--- src/rtl/uart_transmitter.sv ---
// ---------------------------------------------------------------------------
// uart_transmitter
//   Serialises parallel words onto a single UART line. Each frame is one
//   start bit (0), then DATA_BITS data bits LSB first, then STOP_BITS stop
//   bits (1). Each serial bit lasts CLKS_PER_BIT clocks. When a new word is
//   accepted on the final clock of the last stop bit, the next start bit
//   follows with no idle gap.
//
//   Ports
//     clk      in   1          system clock, rising edge
//     rst      in   1          asynchronous active-high reset
//     txData   in   DATA_BITS  word to send; captured on the accepting edge
//     txValid  in   1          producer has txData available
//     txReady  out  1          transmitter accepts a word this cycle
//     txOut    out  1          serial line, idles high, driven from a flop
//     busy     out  1          frame in flight (START/DATA/STOP)
//     done     out  1          pulse on the final clock of the last stop bit
//
//   state | meaning
//   IDLE  | line high, waiting for txValid
//   START | start bit (0) on the line
//   DATA  | data bits, LSB first, from the shift register
//   STOP  | stop bit(s) (1); the final clock may accept the next word
// ---------------------------------------------------------------------------
module uart_transmitter #(
    parameter int CLKS_PER_BIT = 1,
    parameter int DATA_BITS    = 8,
    parameter int STOP_BITS    = 1
) (
    input  logic                 clk,
    input  logic                 rst,
    input  logic [DATA_BITS-1:0] txData,
    input  logic                 txValid,
    output logic                 txReady,
    output logic                 txOut,
    output logic                 busy,
    output logic                 done
);

    localparam int BW = ($clog2(CLKS_PER_BIT + 1) < 1) ? 1 : $clog2(CLKS_PER_BIT + 1);
    localparam logic [BW-1:0] BAUD_LAST = BW'(CLKS_PER_BIT - 1);
    localparam logic [2:0]    BIT_LAST  = 3'(DATA_BITS - 1);
    localparam logic          STOP_LAST = 1'(STOP_BITS - 1);

    typedef enum logic [1:0] {IDLE, START, DATA, STOP} state_t;

    state_t               state;
    logic [BW-1:0]        baud_cnt;
    logic [2:0]           bit_cnt;
    logic                 stop_cnt;
    logic [DATA_BITS-1:0] shift;
    logic                 tx_q;

    logic bit_end;
    logic last_stop;
    logic accept;

    // With CLKS_PER_BIT=1 baud_cnt never leaves 0 and every clock ends a bit.
    assign bit_end   = (baud_cnt == BAUD_LAST);
    assign last_stop = (state == STOP) && bit_end && (stop_cnt == STOP_LAST);
    assign txReady   = (state == IDLE) || last_stop;
    assign accept    = txValid && txReady;
    assign busy      = (state != IDLE);
    assign done      = last_stop;
    assign txOut     = tx_q;

    // tx_q is loaded with the level of the bit that the next state will
    // present, so the line stays aligned with the state register.
    always_ff @(posedge clk or posedge rst) begin
        if (rst) begin
            state    <= IDLE;
            baud_cnt <= '0;
            bit_cnt  <= '0;
            stop_cnt <= 1'b0;
            shift    <= '0;
            tx_q     <= 1'b1;
        end else begin
            case (state)
                IDLE: begin
                    baud_cnt <= '0;
                    if (accept) begin
                        shift <= txData;
                        state <= START;
                        tx_q  <= 1'b0;
                    end
                end
                START: begin
                    if (bit_end) begin
                        baud_cnt <= '0;
                        bit_cnt  <= '0;
                        state    <= DATA;
                        tx_q     <= shift[0];
                    end else begin
                        baud_cnt <= baud_cnt + 1'b1;
                    end
                end
                DATA: begin
                    if (bit_end) begin
                        baud_cnt <= '0;
                        if (bit_cnt == BIT_LAST) begin
                            stop_cnt <= 1'b0;
                            state    <= STOP;
                            tx_q     <= 1'b1;
                        end else begin
                            bit_cnt <= bit_cnt + 3'd1;
                            shift   <= shift >> 1;
                            tx_q    <= shift[1];
                        end
                    end else begin
                        baud_cnt <= baud_cnt + 1'b1;
                    end
                end
                STOP: begin
                    if (bit_end) begin
                        baud_cnt <= '0;
                        if (stop_cnt == STOP_LAST) begin
                            if (accept) begin
                                shift <= txData;
                                state <= START;
                                tx_q  <= 1'b0;
                            end else begin
                                state <= IDLE;
                            end
                        end else begin
                            stop_cnt <= 1'b1;
                        end
                    end else begin
                        baud_cnt <= baud_cnt + 1'b1;
                    end
                end
                default: begin
                    state <= IDLE;
                    tx_q  <= 1'b1;
                end
            endcase
        end
    end

endmodule

--- config.mk ---
export PLATFORM = sky130hd
export DESIGN_NAME = uart_transmitter
export DESIGN_NICKNAME = d
export VERILOG_FILES = /design/src/rtl/uart_transmitter.sv
export SDC_FILE = /design/constraint.sdc
export NUM_CORES = 1
export LEC_CHECK = 0
export CELL_PAD_IN_SITES_DETAIL_PLACEMENT = 1
export CELL_PAD_IN_SITES_GLOBAL_PLACEMENT = 1
export CORE_MARGIN = 1
export CORE_UTILIZATION = 43
export CTS_BUF_LIST = sky130_fd_sc_hd__clkbuf_4 sky130_fd_sc_hd__clkbuf_8 sky130_fd_sc_hd__clkbuf_16
export DETAILED_ROUTE_END_ITERATION = 10
export PLACE_DENSITY_LB_ADDON = 0.1
export SYNTH_ARGS = -nofsm -noshare
export SYNTH_HDL_FRONTEND = slang
export SYNTH_SLANG_ARGS = --single-unit
--- constraint.sdc ---
create_clock -name clk -period 2.8 [get_ports clk]
set_input_delay 0.56 -clock clk [delete_from_list [all_inputs] [get_ports clk]]
set_output_delay 0.56 -clock clk [all_outputs]
set_load 0.01 [all_outputs]
== After elaboration in Yosys (flattened, before gate mapping) ==
Cells that the tools add are included.

* Add/subtract/negate cells: 2
* Equality and inequality tests: 11
* Multiplexer cells: 32
* Bitwise operators: 2
* Reduce and logical (&&, ||, !) cells: 15

{| class="wikitable"
|+ Operators with widths
! operator !! number
|-
| $mux W8 || 5
|-
| $pmux W8 S3 || 1
|-
| $ne A2 B2 Y1 const B || 7
|-
| $mux W1 || 12
|-
| $mux W2 || 6
|-
| $reduce_and A4 Y1 || 3
|-
| $mux W3 || 3
|-
| $pmux W2 S4 || 1
|-
| $pmux W3 S2 || 1
|-
| $reduce_and A6 Y1 || 1
|-
| $reduce_bool A2 Y1 || 3
|-
| $reduce_and A5 Y1 || 1
|-
| $eq A2 B2 Y1 const B || 2
|-
| $pmux W1 S2 || 2
|-
| $pmux W1 S4 || 1
|-
| $add A3 B1 Y3 const B || 1
|-
| $eq A3 B3 Y1 const B || 1
|-
| $logic_and A1 B1 Y1 || 3
|-
| $reduce_bool A3 Y1 || 1
|-
| $reduce_or A3 Y1 || 1
|-
| $eq A2 B1 Y1 const B || 1
|-
| $logic_not A2 Y1 || 1
|-
| $not A1 Y1 || 2
|-
| $add A1 B1 Y1 const B || 1
|-
| $logic_or A1 B1 Y1 || 1
|}

* Register bits: 16
* Bits of input ports: 11
* Output and inout bits: 4
* Word-level logic and storage cells: 68

== Longest topological paths before layout ==
* Word-level depth: 9
* Depth in mapped cells: 6
* Gate-level depth less buffers: 5

== Least setup slack after synthesis ==
Ideal clock, no wire load.

* Path type: reg-to-reg
* Start point: register bit_cnt[0]
* End point: register shift[0]
* Library setup time: 125 ps
* Arrival time: 1629 ps
* Data required time: 2675 ps
* Path slack: 1047 ps
* Cell stages (with the launch flop): 7
* Cells stage by stage: dfrtp_1 > ha_1 > ha_1 > nand2b_1 > clkbuf_2 > o2bb2ai_4 > mux2_2

* Cells in the longest elaborated chain, start to end: 3

{| class="wikitable"
|+ RTL lines
! element !! RTL line !! source
|-
| start, declared || 49 || <nowiki>logic [2:0] bit_cnt;</nowiki>
|-
| start signal, assigned || 105 || <nowiki>bit_cnt <= bit_cnt + 3'd1;</nowiki>
|-
| $eq A3 B3 Y1 || 100 || <nowiki>if (bit_cnt == BIT_LAST) begin</nowiki>
|-
| $ne A2 B2 Y1 (no source line) || - ||
|-
| $reduce_and A5 Y1 (no source line) || - ||
|-
| end signal, assigned || 82 || <nowiki>shift <= txData;</nowiki>
|-
| end signal, assigned || 106 || <nowiki>shift <= shift >> 1;</nowiki>
|-
| end signal, assigned || 118 || <nowiki>shift <= txData;</nowiki>
|-
| end, declared || 51 || <nowiki>logic [DATA_BITS-1:0] shift;</nowiki>
|}

No other way between the ends.
A chain may end at the register's enable or synchronous reset.

== Worst setup path after layout ==
* Start point: register state[0]
* End point: output port txReady

* Cells in the longest elaborated chain, start to end: 4

{| class="wikitable"
|+ RTL lines
! element !! RTL line !! source
|-
| start, declared || 47 || <nowiki>state_t state;</nowiki>
|-
| start signal, assigned || 71 || <nowiki>state <= IDLE;</nowiki>
|-
| start signal, assigned || 83 || <nowiki>state <= START;</nowiki>
|-
| start signal, assigned || 91 || <nowiki>state <= DATA;</nowiki>
|-
| $eq A2 B2 Y1 || 60 || <nowiki>assign last_stop = (state == STOP) && bit_end && (stop_cnt == STOP_LAST);</nowiki>
|-
| $logic_and A1 B1 Y1 (2 in a row) || 60 ||
|-
| $logic_or A1 B1 Y1 * || 61 || <nowiki>assign txReady = (state == IDLE) || last_stop;</nowiki>
|-
| end, declared || 34 || <nowiki>output logic txReady,</nowiki>
|}

Every way passes the cells marked *; elsewhere a longest branch is shown, timed or not.

==> flow_summary.ini <==
[drt]
avgViaCountPerCell = 5.000
drtIter0Drc = 3
detail-route-antenna-nets = 0
wl_um = 1485
wire_per_inst_um = 13.75
remaining_drc_errors = 0
vias = 540
drt_first_pass_iters = 4

[power_and_ir_drop]
power.total_mw = 1.191
p_leak_nw = 0.4371
powerDensity_nw_per_um2 = 1185
ir_drop_v = 0.0005908

[sta]
worstMarginPinSlew_ns = 0.5553
hold_violations = 0
fin_skew_ns = 0.006921
max_slew_margin = 0.6294
slew_violations = 0
fmax_ghz = 0.4309
fin_ws_ns = 0.4794
finalCriticalPeriod_ns = 2.321
holdWs_ns = 0.5101
rsz0062_at_grt = false
setup-violations-final = 0
setup_tns_ns = 0
fin_crit_sh = 0.8288

[critical_path]
crit_fanout = 4
cpMostUsedCell = inv_1
critPathCaptureType = primary output
critPathMaxStageDelay_ns = 0.54
crit_chain = inv_1, ha_1, inv_1, clkdlybuf4s50_1
cpMaxStageDelayCell = clkdlybuf4s50_1
critical_path_buf_inv_count = 3
cp.required_ns = 2.24
path_class = reg2out
cp-start-kind = flip-flop
critPathArrivalTime_ns = 1.76
crit_family = buffers and inverters

[yosys]
synth_top_area_share = 0.4037
synth_area_um2 = 805.8
syn-num-nets = 83
synthCells = 66
yosysUniqueCellTypes = 21
ys_seq_area_frac = 0.4363
synth_top_cell_by_area = dfrtp_1
yosysWarnings = 0
synth.area.top_cells = dfrtp_1 (40%), mux2_2 (24%), ha_1 (9.3%)
synth-seq-cells = 14
syn_avg_cell_area_um2 = 12.21

[worst_hold_path]
hp-class = reg2reg

[cells_and_area]
num_antenna_cells = 0
synthToLayoutAreaGrowth_pct = 24.69
nets = 101
final_common_cell = mux2_2
final_cell_area_um2 = 1005
nFillCells = 191
regArea_um2 = 351.6
layout-drive-gt1-share = 0.2892
final_util = 0.5756
final_cells = 108
final_cell_mix = mux2_2 (17), clkdlybuf4s50_1 (14), dfrtp_1 (13)
multi_input_area_um2 = 425.4

[clock_network]
htreeDepth = 1
hold_buffers = 0
post_cts_buffers = 0
cts_resized = 0
cts_inserted_buffers = 3
clk_latency_ns = 0.27
path_clk_slew_ns = 0.09
cts_root_buf = clkbuf_4
clk_path_buf_depth = 2
cts_tree = built
clock-sinks = 14

[placement]
globalplace.congestion = 0.7592
dpl_cell_area_um2 = 974.7
port_buffers = 14
dp_slack_ns = 0.6790
place_inst = 104
dpl.hpwl_um = 1132

[floorplanning]
core_area_um2 = 1745
rows = 15
die_w_um = 45.29
initial_core_util = 0.4616
fp.dieH_um = 45.29
ios = 15
dieArea_um2 = 2051

[global_routing]
antenna_found_initial = 0
grt-ovfl-total = 0
grt_pass1_wl_um = 2511
grt_pass1_vias = 544
grt_max_degree = 15
grt_use_total = 0.1808

[outcome]
status = finished clean

[run]
drv_cap = 0
[cell families after synthesis]
logic type,count (synthesis),share of synthesized area
DFF,14,0.4363
adders and majority gates,6,0.09317
AOI/OAI and AO/OA,10,0.1103
muxes,18,0.2500
and+or+nand+nor,11,0.07454
buffers and inverters,7,0.03570
[sequential cells by signal, summed over array words and instances, names as in the netlist]
signal,count
bit_cnt,3
state,2
txOut,1
shift,8
[final timing paths]
kind / from / end / slack [ns] / depth (start not counted)
min in group asynchronous: rst / state[0]$_DFFE_PP0P_ / 0.63 / 2
worst max register to register: state[0]$_DFFE_PP0P_ / shift[7]$_DFFE_PP0P_ / 0.83 / 6
max in group asynchronous: rst / txOut$_DFFE_PP1P_ / 1.80 / 2
worst min register to register: shift[2]$_DFFE_PP0P_ / shift[2]$_DFFE_PP0P_ / 0.51 / 1
worst min-delay path: shift[2]$_DFFE_PP0P_ / shift[2]$_DFFE_PP0P_ / 0.51 / 1
worst max-delay path: state[0]$_DFFE_PP0P_ / txReady / 0.48 / 4
[synth_stat cells]
library cell  number
dfstp_2            1
nand3_1            2
mux2i_1            1
a31oi_1            2
nand2b_1           3
nor2_1             1
mux2_2            17
buf_2              1
a21oi_1            1
nor2b_1            2
nor3b_1            1
o21ai_0            2
o211ai_1           1
a22o_1             2
inv_1              5
dfrtp_1           13
o2bb2ai_4          1
clkbuf_2           1
nand2_1            2
o2bb2ai_1          1
ha_1               6
[area by class of cell]
class,count,share of cell area
Multi-Input combinational cell,45,0.4234
Sequential cell,14,0.3499
Timing Repair Buffer,15,0.1469
Tap cell,25,0.03113
Clock buffer,4,0.02989
Inverter,5,0.01868
[metal layers]
metal	track usage	share of wire	up-vias
li1	-	-	267
met1	0.2234	0.47	264
met2	0.2986	0.51	7
met3	0.03600	0.014	2
met4	0.09091	0.012	0
met5	0	0	-
[power by group]
group / switching, mW / internal (mW) / leakage (nW) / total [mW]
clock: 0.0634 / 0.0648 / 0.0184 / 0.128
combinational: 0.310 / 0.380 / 0.251 / 0.690
sequential: 0.0628 / 0.309 / 0.168 / 0.372
No activity file was read; power rests on OpenSTA's default activity.
